**src/rtl/peri_readout_arbiter_pkg.sv**
```systemverilog
// Shared definitions for the column-peripheral readout arbiter.
//   N_COL     : number of column-peripheral FIFOs arbitrated
//   IDX_W     : column index width (2**IDX_W >= N_COL)
//   DATA_W    : width of one column FIFO word
//   OUT_W     : width of the tagged output word {col_idx, word}
//   BURST_DEF : default maximum words drained per grant
//   CNT_W_DEF : default width of the forwarded-word counter
//   arb_state_t : arbiter FSM state encoding
//   onehot()  : column index to one-hot grant vector
package peri_pkg;

    localparam int N_COL     = 8;
    localparam int IDX_W     = 3;
    localparam int DATA_W    = 28;
    localparam int OUT_W     = IDX_W + DATA_W;
    localparam int BURST_DEF = 4;
    localparam int CNT_W_DEF = 16;

    typedef enum logic [1:0] {
        ST_IDLE  = 2'd0,
        ST_GRANT = 2'd1,
        ST_HOLD  = 2'd2
    } arb_state_t;

    function automatic logic [N_COL-1:0] onehot(input logic [IDX_W-1:0] idx);
        logic [N_COL-1:0] v;
        v      = '0;
        v[idx] = 1'b1;
        return v;
    endfunction

endpackage

```
**src/rtl/peri_readout_arbiter_if.sv**
```systemverilog
// Bus between the column FIFOs / readout serializer and the arbiter.
//   empty           : per-column FIFO empty (bit i = column i)
//   fifo_data       : packed first-word-fall-through heads, column i at [i*DATA_W +: DATA_W]
//   shakehands_next : one-hot pop pulse toward the column FIFOs
//   out_data        : tagged word {col_idx, word} toward the serializer
//   out_valid       : out_data valid
//   out_ready       : serializer accepts on out_valid & out_ready
// master = arbiter side, slave = sources/serializer side.
interface peri_readout_arbiter_if;
    import peri_pkg::*;

    logic [N_COL-1:0]        empty;
    logic [N_COL*DATA_W-1:0] fifo_data;
    logic [N_COL-1:0]        shakehands_next;
    logic [OUT_W-1:0]        out_data;
    logic                    out_valid;
    logic                    out_ready;

    modport master (
        input  empty, fifo_data, out_ready,
        output shakehands_next, out_data, out_valid
    );

    modport slave (
        output empty, fifo_data, out_ready,
        input  shakehands_next, out_data, out_valid
    );

endinterface

```
**src/rtl/peri_readout_arbiter_rr_pick.sv**
```systemverilog
// Round-robin priority pick, purely combinational.
//   req : request per column (a column requests while its FIFO is non-empty)
//   ptr : column with highest priority this round
//   any : at least one request present
//   idx : first requesting column searching ptr, ptr+1, ... modulo N_COL
module rr_priority_pick
    import peri_pkg::*;
(
    input  logic [N_COL-1:0] req,
    input  logic [IDX_W-1:0] ptr,
    output logic             any,
    output logic [IDX_W-1:0] idx
);

    int c;

    // Scan from the farthest offset down to offset 0 so the nearest
    // requester after ptr is the one left in idx.
    always_comb begin
        any = |req;
        idx = '0;
        c   = 0;
        for (int k = N_COL - 1; k >= 0; k--) begin
            c = (int'(ptr) + k) % N_COL;
            if (req[IDX_W'(c)]) begin
                idx = IDX_W'(c);
            end
        end
    end

endmodule

```
**src/rtl/peri_readout_arbiter.sv**
```systemverilog
// Column-peripheral readout arbiter.
// Polls the column FIFOs round-robin, drains up to BURST words per grant
// and forwards each word tagged with its column index on a valid/ready stream.
//   clk_40MHz : clock, rising edge
//   rst       : synchronous active-high reset
//   en        : arbitration enable; low blocks any new grant
//   bus       : FIFO heads/empties, pop pulses and output stream (master modport)
//   busy      : FSM not in IDLE
//   word_cnt  : words accepted downstream, wraps
//
// state | meaning
// ------+------------------------------------------------------------
// IDLE  | no column granted; pick next non-empty column from ptr
// GRANT | pop pulse on sel this cycle; capture FIFO head into out_data
// HOLD  | out_valid high, waiting for out_ready; then continue or leave
module peri_readout_arbiter
    import peri_pkg::*;
#(
    parameter int BURST = BURST_DEF,
    parameter int CNT_W = CNT_W_DEF
) (
    input  logic                   clk_40MHz,
    input  logic                   rst,
    input  logic                   en,
    peri_readout_arbiter_if.master bus,
    output logic                   busy,
    output logic [CNT_W-1:0]       word_cnt
);

    localparam int BC_W = $clog2(BURST) + 1;

    arb_state_t        state_q, state_d;
    logic [IDX_W-1:0]  ptr_q, ptr_d;
    logic [IDX_W-1:0]  sel_q, sel_d;
    logic [BC_W-1:0]   burst_q, burst_d;
    logic [N_COL-1:0]  shake_q, shake_d;
    logic [OUT_W-1:0]  out_data_q, out_data_d;
    logic              out_valid_q, out_valid_d;
    logic              busy_q, busy_d;
    logic [CNT_W-1:0]  cnt_q, cnt_d;

    logic              pick_any;
    logic [IDX_W-1:0]  pick_idx;
    logic [DATA_W-1:0] col_word [N_COL];

    for (genvar g = 0; g < N_COL; g++) begin : g_col_word
        assign col_word[g] = bus.fifo_data[g*DATA_W +: DATA_W];
    end

    rr_priority_pick u_pick (
        .req (~bus.empty),
        .ptr (ptr_q),
        .any (pick_any),
        .idx (pick_idx)
    );

    always_ff @(posedge clk_40MHz) begin
        if (rst) begin
            state_q     <= ST_IDLE;
            ptr_q       <= '0;
            sel_q       <= '0;
            burst_q     <= '0;
            shake_q     <= '0;
            out_data_q  <= '0;
            out_valid_q <= 1'b0;
            busy_q      <= 1'b0;
            cnt_q       <= '0;
        end else begin
            state_q     <= state_d;
            ptr_q       <= ptr_d;
            sel_q       <= sel_d;
            burst_q     <= burst_d;
            shake_q     <= shake_d;
            out_data_q  <= out_data_d;
            out_valid_q <= out_valid_d;
            busy_q      <= busy_d;
            cnt_q       <= cnt_d;
        end
    end

    always_comb begin
        state_d     = state_q;
        ptr_d       = ptr_q;
        sel_d       = sel_q;
        burst_d     = burst_q;
        shake_d     = '0;
        out_data_d  = out_data_q;
        out_valid_d = out_valid_q;
        cnt_d       = cnt_q;

        case (state_q)
            ST_IDLE: begin
                if (en && pick_any) begin
                    sel_d   = pick_idx;
                    burst_d = '0;
                    shake_d = onehot(pick_idx);
                    state_d = ST_GRANT;
                end
            end
            ST_GRANT: begin
                // The source pops on this edge; its head is still on fifo_data.
                out_data_d  = {sel_q, col_word[sel_q]};
                out_valid_d = 1'b1;
                state_d     = ST_HOLD;
            end
            ST_HOLD: begin
                if (out_valid_q && bus.out_ready) begin
                    out_valid_d = 1'b0;
                    cnt_d       = cnt_q + CNT_W'(1);
                    burst_d     = burst_q + BC_W'(1);
                    if ((int'(burst_q) + 1 < BURST) && !bus.empty[sel_q] && en) begin
                        shake_d = onehot(sel_q);
                        state_d = ST_GRANT;
                    end else begin
                        // Served column drops to lowest priority.
                        ptr_d   = (sel_q == IDX_W'(N_COL - 1)) ? '0 : sel_q + IDX_W'(1);
                        state_d = ST_IDLE;
                    end
                end
            end
            default: state_d = ST_IDLE;
        endcase

        busy_d = (state_d != ST_IDLE);
    end

    assign bus.shakehands_next = shake_q;
    assign bus.out_data        = out_data_q;
    assign bus.out_valid       = out_valid_q;
    assign busy                = busy_q;
    assign word_cnt            = cnt_q;

endmodule

```
**src/flat_wrapper.sv**
```systemverilog
// flat-port wrapper written by rule: the top's interface ports become plain ports
module peri_readout_arbiter_flat import peri_pkg::*;
#(
    parameter int BURST = BURST_DEF,
    parameter int CNT_W = CNT_W_DEF
)
  (clk_40MHz, rst, en, busy, word_cnt, bus_empty, bus_fifo_data, bus_out_ready, bus_shakehands_next, bus_out_data, bus_out_valid);
  peri_readout_arbiter_if bus_i ();
  input  logic clk_40MHz;
  input  logic rst;
  input  logic en;
  output logic busy;
  output logic [CNT_W-1:0] word_cnt;
  input wire logic [$bits(bus_i.empty)-1:0] bus_empty;
  input wire logic [$bits(bus_i.fifo_data)-1:0] bus_fifo_data;
  input wire logic [$bits(bus_i.out_ready)-1:0] bus_out_ready;
  output wire logic [$bits(bus_i.shakehands_next)-1:0] bus_shakehands_next;
  output wire logic [$bits(bus_i.out_data)-1:0] bus_out_data;
  output wire logic [$bits(bus_i.out_valid)-1:0] bus_out_valid;
  assign bus_i.empty = bus_empty;
  assign bus_i.fifo_data = bus_fifo_data;
  assign bus_i.out_ready = bus_out_ready;
  assign bus_shakehands_next = bus_i.shakehands_next;
  assign bus_out_data = bus_i.out_data;
  assign bus_out_valid = bus_i.out_valid;
  peri_readout_arbiter #(.BURST(BURST), .CNT_W(CNT_W)) u_core (.clk_40MHz(clk_40MHz), .rst(rst), .en(en), .bus(bus_i), .busy(busy), .word_cnt(word_cnt));
endmodule
```
**config.mk**
```make
export PLATFORM = sky130hd
export DESIGN_NAME = peri_readout_arbiter_flat
export DESIGN_NICKNAME = d
export VERILOG_FILES = /design/src/rtl/peri_readout_arbiter_pkg.sv /design/src/rtl/peri_readout_arbiter_if.sv /design/src/rtl/peri_readout_arbiter_rr_pick.sv /design/src/rtl/peri_readout_arbiter.sv /design/src/flat_wrapper.sv
export SDC_FILE = /design/constraint.sdc
export NUM_CORES = 1
export LEC_CHECK = 0
export ABC_AREA = 1
export CAP_MARGIN = 20
export CORE_MARGIN = 5
export CORE_UTILIZATION = 40
export CTS_CLUSTER_DIAMETER = 50
export DETAILED_ROUTE_END_ITERATION = 10
export MAX_ROUTING_LAYER = met4
export PLACE_DENSITY = 0.87
export SETUP_SLACK_MARGIN = 0.1
export SLEW_MARGIN = 30
export SYNTH_ARGS = -nofsm -noshare
export SYNTH_HDL_FRONTEND = slang
export SYNTH_SLANG_ARGS = --single-unit
```
**constraint.sdc**
```tcl
create_clock -name clk_40MHz -period 3.72 [get_ports clk_40MHz]
set_clock_uncertainty 0.1 [all_clocks]
set_input_delay 0.744 -clock clk_40MHz [delete_from_list [all_inputs] [get_ports clk_40MHz]]
set_output_delay 0.744 -clock clk_40MHz [all_outputs]
set_load 0.01 [all_outputs]
```
After elaboration in Yosys (flattened, before gate mapping). Index checks and enable logic that the tools add are counted.

Register bits: 68. Bits in latches: 0. Memory bits (writable): 0. Bits in read-only memories: 0. Output and inout port bits: 57. Word-level logic and storage cells: 114. Memories: 0.

Add/sub/neg operators: 11. Multiply operators: 0. Divide/modulo/power cells: 0. Order comparisons: 14. Equal/unequal tests: 5. Shift operators: 0. Multiplexer cells: 55. Bitwise logic cells: 3. Reductions and logical operators: 17.

Operators by type and width (number): $bmux 28 s3 (1); $mux 28 (2); $lt 3x5->1 const B (8); $mux 3 (11); $lt 32x4->1 const B (1); $bmux 1 s3 (9); $mux 8 (3); $mux 1 (21); $add 16x1->16 const B (1); $pmux 8 s2 (1); $add 3x3->3 const B (4); $add 3x1->3 const B (3); $lt 3x4->1 const B (2); $not 8->8 (1); $reduce_or 8->1 (1); $add 3x2->3 const B (2); $demux 1 s3 (2); $ge 3x1->1 const B (2); $logic_and 1x1->1 (6); $pmux 2 s3 (1); $pmux 3 s2 (1); $reduce_and 2->1 (3); $reduce_and 3->1 (2); $reduce_bool 2->1 (3); 12 further kinds (14).

Depth between registers and ports, before layout. Gate-level depths: netlist (run 1).

Word-level depth: 18. Depth in mapped cells: 21.

By module. From an unflattened synthesis (run 1), not the netlist that was laid out.

Cell total of the unflattened synthesis: 941. Area total of the unflattened synthesis: 5307.6 um^2.

Modules (own cells, without submodules): peri_readout_arbiter (instances 1, cells an instance 812, area an instance 4619.4 um^2, sequential area each 1361.3 um^2); rr_priority_pick (instances 1, cells an instance 129, area an instance 688.2 um^2, sequential area each 0.0 um^2).

Worst setup path before layout (run 1). OpenSTA, ideal clock, no wires.

Path type: input -> register. Start point: input bus_out_ready. End point: register u_core.cnt_q[15] (netlist: u_core.word_cnt[15]). Data arrival time: 2.039 ns. Required time: 3.500 ns. Setup slack: 1.460 ns. Stages: 11. Path through: nand2_1 nor2_8 inv_2 nor2_1 nand3_1 nor3_1 nand3_1 nor3_1 nand4_1 nor2_1 a21oi_1.

Word-level cells in the longest chain between the ends: 2.

Ends and longest elaborated chain: start: declaration (line flat_wrapper.sv:16) `input wire logic [$bits(bus_i.out_ready)-1:0] bus_out_ready;`; $logic_and 1x1->1 (line peri_readout_arbiter.sv:107) `if (out_valid_q && bus.out_ready) begin`; $reduce_and 2->1 (no source line); end signal: assignment (line peri_readout_arbiter.sv:77) `cnt_q <= cnt_d;`; end: declaration (line peri_readout_arbiter.sv:40) `logic [CNT_W-1:0] cnt_q, cnt_d;`.

Every way passes these cells. A chain may end at the register's enable or synchronous reset.

Final worst setup path (run 1).
Start point: register u_core.ptr_q[1]. End point: register u_core.shake_q[0] (netlist: u_core.bus.shakehands_next[0]).

Word-level cells in the longest chain between the ends: 18.

Ends and longest elaborated chain: start: declaration (line peri_readout_arbiter.sv:33) `logic [IDX_W-1:0] ptr_q, ptr_d;`; start signal: assignment (line peri_readout_arbiter.sv:70) `ptr_q <= ptr_d;`; $add 3x3->3 (line peri_readout_arbiter_rr_pick.sv:24) `c = (int'(ptr) + k) % N_COL;`; $bmux 1 s3 (line peri_readout_arbiter_rr_pick.sv:25) `if (req[IDX_W'(c)]) begin`; $mux 1 (implied by the code) (2 in a row) (line peri_readout_arbiter_rr_pick.sv:25); $mux 3 (7 in a row) (line peri_readout_arbiter_rr_pick.sv:25); $mux 3 (*) (line peri_readout_arbiter_rr_pick.sv:25); $lt 3x4->1 (implied by the code) / $ge 3x1->1 (equally long branches) (line peri_readout_arbiter_pkg.sv:28) `v[idx] = 1'b1;`; $logic_and 1x1->1 (implied by the code) (line peri_readout_arbiter_pkg.sv:28); $mux 1 (implied by the code) (line peri_readout_arbiter_pkg.sv:28); $demux 1 s3 (*); $mux 8 (*) (line peri_readout_arbiter.sv:93) `if (en && pick_any) begin`; $pmux 8 s2 (*) (line peri_readout_arbiter.sv:91) `case (state_q)`; end signal: assignment (line peri_readout_arbiter.sv:73) `shake_q <= shake_d;`; end: declaration (line peri_readout_arbiter.sv:36) `logic [N_COL-1:0] shake_q, shake_d;`.

Every way passes the cells marked *; elsewhere a longest branch is shown, timed or not. The select of a mux whose other input is x is not followed.

==> results of run 1 <==
[kinds of logic after synthesis]
logic type | Yosys count
flip-flops | 68
AO/OA/AOI/OAI | 188
XOR/XNOR | 4
adder cells (fa/ha/maj) | 6
buffers and inverters | 125
AND/OR/NAND/NOR | 296
[metal layers]
| layer | up-vias | track usage |
|---|---|---|
| met5 | - | - |
| met4 | 0 | 0.125 |
| met3 | 44 | 0.0606 |
| met2 | 280 | 0.531 |
| met1 | 2816 | 0.334 |
| li1 | 2949 | - |
[registers in the layout (all words and copies together), names as in the netlist]
name and count:
u_core.ptr_q 3, u_core.bus.out_valid 1, u_core.word_cnt 16, u_core.sel_q 3, u_core.bus.shakehands_next 8, u_core.busy 1
u_core.burst_q 3, u_core.bus.out_data 31, u_core.state_q 2
[cell type report]
cell class / instances / area, um^2 / share of cell area
Multi-Input combinational cell: 494 / 2790 / 0.351
Inverter: 88 / 330 / 0.0416
Timing Repair Buffer: 301 / 2990 / 0.376
Tap cell: 143 / 179 / 0.0225
Clock buffer: 9 / 225 / 0.0283
Sequential cell: 68 / 1360 / 0.171
Clock inverter: 7 / 75.1 / 0.00944
[power groups by stage]
stage	clock, W	combinational [W]	sequential [W]
after floorplan	0	0.000282	0.000819
after global placement	0	0.000713	0.000808
after detailed placement	0	0.000719	0.000809
after CTS	0.000865	0.000724	0.000794
after global routing	0.000887	0.000779	0.000800
final	0.000851	0.000727	0.000796
[per-stage QoR]
step	setup WS (ns)	hold WS (ns)	std cells	total power, W
CTS	0.983	0.380	1110	0.00238
global placement	0.878	0.365	1094	0.00152
global route	0.614	0.409	1110	0.00247
floorplan	1.46	0.356	687	0.00110
finish	0.913	0.388	1110	0.00237
detailed placement	0.754	0.359	1094	0.00153
[path summary, 6_finish.rpt]
check	slack, ns	cells after the start	end
worst max register to register	0.91	18	u_core.bus.shakehands_next[0]
worst max-delay path	0.91	18	u_core.bus.shakehands_next[0]
worst min-delay path	0.39	1	u_core.word_cnt[15]
worst min register to register	0.39	1	u_core.word_cnt[15]
[Yosys cell counts (7+ instances only)]
cell type	instances	area share
a22oi_1	10	0.016
a211oi_1	9	0.015
o21ai_0	25	0.027
nand2_1	170	0.14
o211ai_1	22	0.036
a22o_1	26	0.049
nor2_1	36	0.029
nand4_1	22	0.030
nor3_1	7	0.0076
nand3_1	45	0.049
dfxtp_1	68	0.30
a21oi_1	47	0.051
inv_2	14	0.011
inv_1	74	0.060
a221oi_1	38	0.072
clkbuf_1	22	0.018
[worst max-delay path, stage by stage, from the launching register on]
cell     delay (ns)
dfxtp_1        0.57
inv_2          0.18
ha_1           0.44
inv_2          0.16
nand3_1        0.12
nand2_1        0.10
nand2_1        0.06
nand2_1        0.06
nand3_1        0.07
nand2_1        0.06
nand2_1        0.04
nand2_1        0.08
nand2_1        0.06
nand3_1        0.06
nand2_1        0.17
nand3_1        0.17
nor2_1         0.05
nor2_1         0.10
nor2_1         0.05
==> summary.md, run 1 <==
| Metric | Value |
|---|---|
| R2R Path Start | `u_core.ptr_q[1]` |
| Ys Warns | `0` |
| #FFs+latches synth | `68` |
| Status | `finished clean` |
| CTS clk-pin slew, worst paths | `0.06 ns` |
| Hpwl dp | `16,800 um` |
| Die Span X | `117 um` |
| CTS H-tree depth | `3` |
| Most common cell after layout, fill and taps aside | `clkdlybuf4s50_1` |
| Final Routed Wirelength | `21,700 um` |
| Gr usage total | `0.303` |
| Number of flops mapped to enable cells by yosys | `0` |
| Layout net count | `1,204` |
| RD Place Congestion | `0.973` |
| RSZ-0062 raised after global routing | `false` |
| I/O Pins | `293` |
| Mux contribution to synthesized area | `0` |
| CTS Buf Count | `9` |
| Postcts setup bufs | `0` |
| CTS Hold Buffers Added | `0` |
| Pleak | `3.30 nW` |
| Mean post-synth cell area | `6.71 um^2` |
| Sequential power share | `0.335` |
| Die area | `13,800 um^2` |
| PostCTS Resize Cnt | `0` |
| Relative slew slack | `0.521` |
| DRC | `0` |
| Vias in the first global route | `6,077` |
| Max-cap violations | `0` |
| Antenna-violating nets left | `0` |
| DRT Pass-1 Iters | `9` |
| Clk sinks | `68` |
| Met2 Routed Length | `11,200 um` |
| Register area share after synthesis | `0.295` |
| Pwr Density | `299 nW/um^2` |
| CTS Buffer Depth | `2` |
| Sw Ratio | `0.290` |
| Crit path launch type | `flop` |
| Crit path launch | `u_core.ptr_q[1]` |
| Fmax | `356 MHz` |
| Fin. Hold Viols | `0` |
| Top_reg_cell synth | `dfxtp_1` |
| Core area | `11,400 um^2` |
| Tcrit/Tclk final | `0.755` |
| Wl on met1 | `8060 um` |
| Pins Over Slew Limit | `0` |
| Worst slew pin tran | `0.716 ns` |
| Post-synthesis xor/xnor area fraction | `0.0108` |
| Post-synthesis adder-cell area fraction | `0.0163` |
| Critical path capture point type | `flop` |
| Fillers | `957` |
| Die Y | `117 um` |
| Required time worst endpoint | `3.82 ns` |
| Logic pwr share | `0.306` |
| Average wire per standard cell | `19.6 um` |
| Main combinational cell family by area after synthesis | `simple AND/OR/NAND/NOR gates` |
| Post-synth ARST share | `0` |
| Port-buffer cells | `292` |
| Highest-count cells in the layout ignoring fill and taps | `clkdlybuf4s50_1 (292), nand2_1 (170), inv_1 (73)` |
| Critical path class | `flop to flop` |
| Worst-skew pair later-pin latency | `0.32 ns` |
| NetSw | `0.000689 W` |
| Drt first-iter violations | `427` |
| Post-synthesis cell area | `4610 um^2` |
| Initial core utilization | `0.406` |
| CTS Root Cell | `clkbuf_16` |
| Share of cells above drive strength 1 | `0.0620` |
| Cells after Synth | `687` |
| Hold path startpoint | `u_core.word_cnt[15]` |
| Clock power share | `0.359` |
| Initial antenna violation count | `0` |
| P&R area growth vs syn | `72.3%` |
| Total number of vias | `6,089` |
| Total congestion overflow | `0` |
| CP arrival | `2.91 ns` |
| Diode count | `0` |
| Simple-Gate Fraction of Synth Area | `0.288` |
| Row count | `39` |
| Netlist cell types | `40` |
| Final setup viols | `0` |
| Class of the worst hold path | `flop to flop` |
| Synth Area in Compound Gates | `0.284` |
| Crit-path max FO | `9` |
| CTS tree | `yes` |
| Total negative slack | `0 ns` |
| Met3 routed WL | `1660 um` |
| Area post-placement | `7650 um^2` |
| Worst VDD drop | `0.281 mV` |
| Post-route cell area | `7950 um^2` |
| Maximum number of pins on one net before global-route repair | `42` |
| Final min period | `2.81 ns` |
| Syn_nets | `929` |
| Final Util | `0.699` |
| Vias per inst | `5.49` |
| Global-route wire length before repair | `32,800 um` |
| Top Metal Used | `met4` |
| P_int | `0.00169 W` |
(Power assumes the default switching activity.)
==> run 2: changes to the inputs <==
--- a/config.mk
+++ b/config.mk
@@ -8,11 +8,11 @@
 export ABC_AREA = 1
 export CAP_MARGIN = 20
 export CORE_MARGIN = 5
-export CORE_UTILIZATION = 40
+export CORE_UTILIZATION = 37
 export CTS_CLUSTER_DIAMETER = 50
 export DETAILED_ROUTE_END_ITERATION = 10
 export MAX_ROUTING_LAYER = met4
-export PLACE_DENSITY = 0.87
+export PLACE_DENSITY = 0.81
 export SETUP_SLACK_MARGIN = 0.1
 export SLEW_MARGIN = 30
 export SYNTH_ARGS = -nofsm -noshare
==> constraint.sdc (replaced) <==
create_clock -name clk_40MHz -period 2.9 [get_ports clk_40MHz]
set_clock_uncertainty 0.1 [all_clocks]
set_input_delay 0.58 -clock clk_40MHz [delete_from_list [all_inputs] [get_ports clk_40MHz]]
set_output_delay 0.58 -clock clk_40MHz [all_outputs]
set_load 0.01 [all_outputs]
==> run 2 against run 1 <==
Against the previous run:
- worst setup slack lost 0.47 ns
- clock power up 19%
- cell count increased by 3.1%
- sequential share of layout area decreased by 0.15 points
- critical path type is now input port to flop
- count of clock-buffer cells in the layout did not move
- flip-flop and latch count unchanged
- highest routed layer unchanged
- register-to-register slack worse by 0.37 ns
- routed wire length decreased by 2.7%
- global-route usage down 2.3 points
- first-iteration DRC count increased by 1.2%
==> summary.md, run 2 (synthesis results as in run 1) <==
| Metric | Value |
|---|---|
| Gr usage total | `0.280` |
| Final Util | `0.662` |
| Final std cells w/o fill | `1,144` |
| Vias in the first global route | `5,824` |
| I/O Pins | `293` |
| Worst-skew pair later-pin latency | `0.32 ns` |
| Crit-path max FO | `8` |
| Status | `finished clean` |
| CTS Root Cell | `clkbuf_16` |
| RD Place Congestion | `0.916` |
| Area post-placement | `7740 um^2` |
| P&R area growth vs syn | `73.8%` |
| Max reg flops | `31` |
| Worst slew pin tran | `0.813 ns` |
| Reg2Reg Depth | `19` |
| Worst VDD drop | `0.331 mV` |
| CTS tree | `yes` |
| Pwr Density | `370 nW/um^2` |
| Total number of vias | `6,013` |
| Total negative slack | `0 ns` |
| Final min period | `2.46 ns` |
| Tcrit/Tclk final | `0.849` |
| Pleak | `3.34 nW` |
| Class of the worst hold path | `flop to flop` |
| PnR Total Power | `0.00297 W` |
| Fmax | `406 MHz` |
| CP arrival | `2.57 ns` |
| Placed Instances | `1,128` |
| Average wire per standard cell | `18.5 um` |
| Critical path capture point type | `flop` |
| RSZ-0062 raised after global routing | `false` |
| Total congestion overflow | `0` |
| Highest-count cells in the layout ignoring fill and taps | `clkdlybuf4s50_1 (292), nand2_1 (170), inv_1 (74)` |
| Most common cell after layout, fill and taps aside | `clkdlybuf4s50_1` |
| Max-cap violations | `0` |
| Crit path launch | `bus_out_ready` |
| Fin. Hold Viols | `0` |
| Final Routed Wirelength | `21,100 um` |
| Postcts setup bufs | `0` |
| Relative slew slack | `0.457` |
| PostCTS Resize Cnt | `0` |
| Core area | `12,100 um^2` |
| Row count | `40` |
| Antenna-violating nets left | `0` |
| CTS Buffer Depth | `2` |
| Maximum number of pins on one net before global-route repair | `41` |
| Die Y | `122 um` |
| Share of cells above drive strength 1 | `0.0697` |
| Worst setup path end | `u_core.word_cnt[15]` |
| Crit path launch type | `input port` |
| Diode count | `0` |
| Final setup viols | `0` |
| Post-route cell area | `8020 um^2` |
| Global-route wire length before repair | `31,200 um` |
| Drt first-iter violations | `432` |
| RR Endpoint | `u_core.bus.shakehands_next[6]` |
| Initial core utilization | `0.381` |
| Pins Over Slew Limit | `0` |
| Required time worst endpoint | `3.01 ns` |
| Vias per inst | `5.26` |
| Layout net count | `1,213` |
| Die area | `14,800 um^2` |
| Flop-to-flop setup slack | `0.54 ns` |
| Initial antenna violation count | `0` |
| Clk sinks | `68` |
| DRC | `0` |
| CTS Buf Count | `9` |
| Port-buffer cells | `292` |
| DRT Pass-1 Iters | `5` |
| R2R Path Start | `u_core.ptr_q[0]` |
| Critical path class | `input port to flop` |
| CTS Hold Buffers Added | `0` |
| CTS H-tree depth | `3` |
| Die Span X | `122 um` |
| Hpwl dp | `16,700 um` |
| CTS clk-pin slew, worst paths | `0.06 ns` |
run 2: cell count changes in the layout (fill, tap and decap cells not counted):
cell / before / now
buf_4: 9 / 18
nor3_2: 2 / 3
inv_2: 15 / 14
bufinv_16: 1 / 0
clkinvlp_4: 0 / 1
nor3_4: 3 / 2
inv_1: 73 / 74
run 2: final cells by class:
| type | count | area [um^2] |
|---|---|---|
| clock inverters | 7 | 52.6 |
| inverters | 88 | 330 |
| fillers | 1105 | 4090 |
| repair buffers | 310 | 3060 |
| flip-flops and latches | 68 | 1360 |
| well taps | 168 | 210 |
| clock buffers | 9 | 225 |
| multi-input cells | 494 | 2780 |
run 2: layer usage:
metal | track usage | part of all wire
met5 | - | 0
met3 | 0.0734 | 0.088
met1 | 0.324 | 0.38
met2 | 0.468 | 0.49
met4 | 0.106 | 0.039
run 2: worst min path at each step:
stage                             start                   to  slack [ns]  cells after the start
detailed placement  u_core.word_cnt[15]  u_core.word_cnt[15]        0.37                      1
global route        u_core.word_cnt[15]  u_core.word_cnt[15]        0.39                      1
finish              u_core.word_cnt[15]  u_core.word_cnt[15]        0.37                      1
CTS                 u_core.word_cnt[15]  u_core.word_cnt[15]        0.37                      1
floorplan             u_core.burst_q[1]    u_core.burst_q[1]        0.36                      2
global placement    u_core.word_cnt[15]  u_core.word_cnt[15]        0.35                      1
run 2: power breakdown:
group	internal [W]	switching (W)
clock	0.000583	0.000430
sequential	0.000984	0.0000364
combinational	0.000513	0.000420
run 2: critical path: stages:
cell,delay (ns)
clkdlybuf4s50_1,0.46
nand2_1,0.14
nor2_8,0.20
inv_2,0.09
nor2_1,0.13
nand3_1,0.16
nor3_1,0.18
nand3_1,0.10
nor3_1,0.22
nand4_1,0.15
nor2_1,0.11
a21oi_1,0.07
run 2: per-stage QoR:
| stage | hold slack [ns] | worst slack [ns] |
|---|---|---|
| after floorplan | 0.356 | 0.717 |
| after global placement | 0.354 | 0.213 |
| after detailed placement | 0.366 | 0.132 |
| after CTS | 0.374 | 0.462 |
| after global routing | 0.391 | 0.190 |
| final | 0.369 | 0.438 |
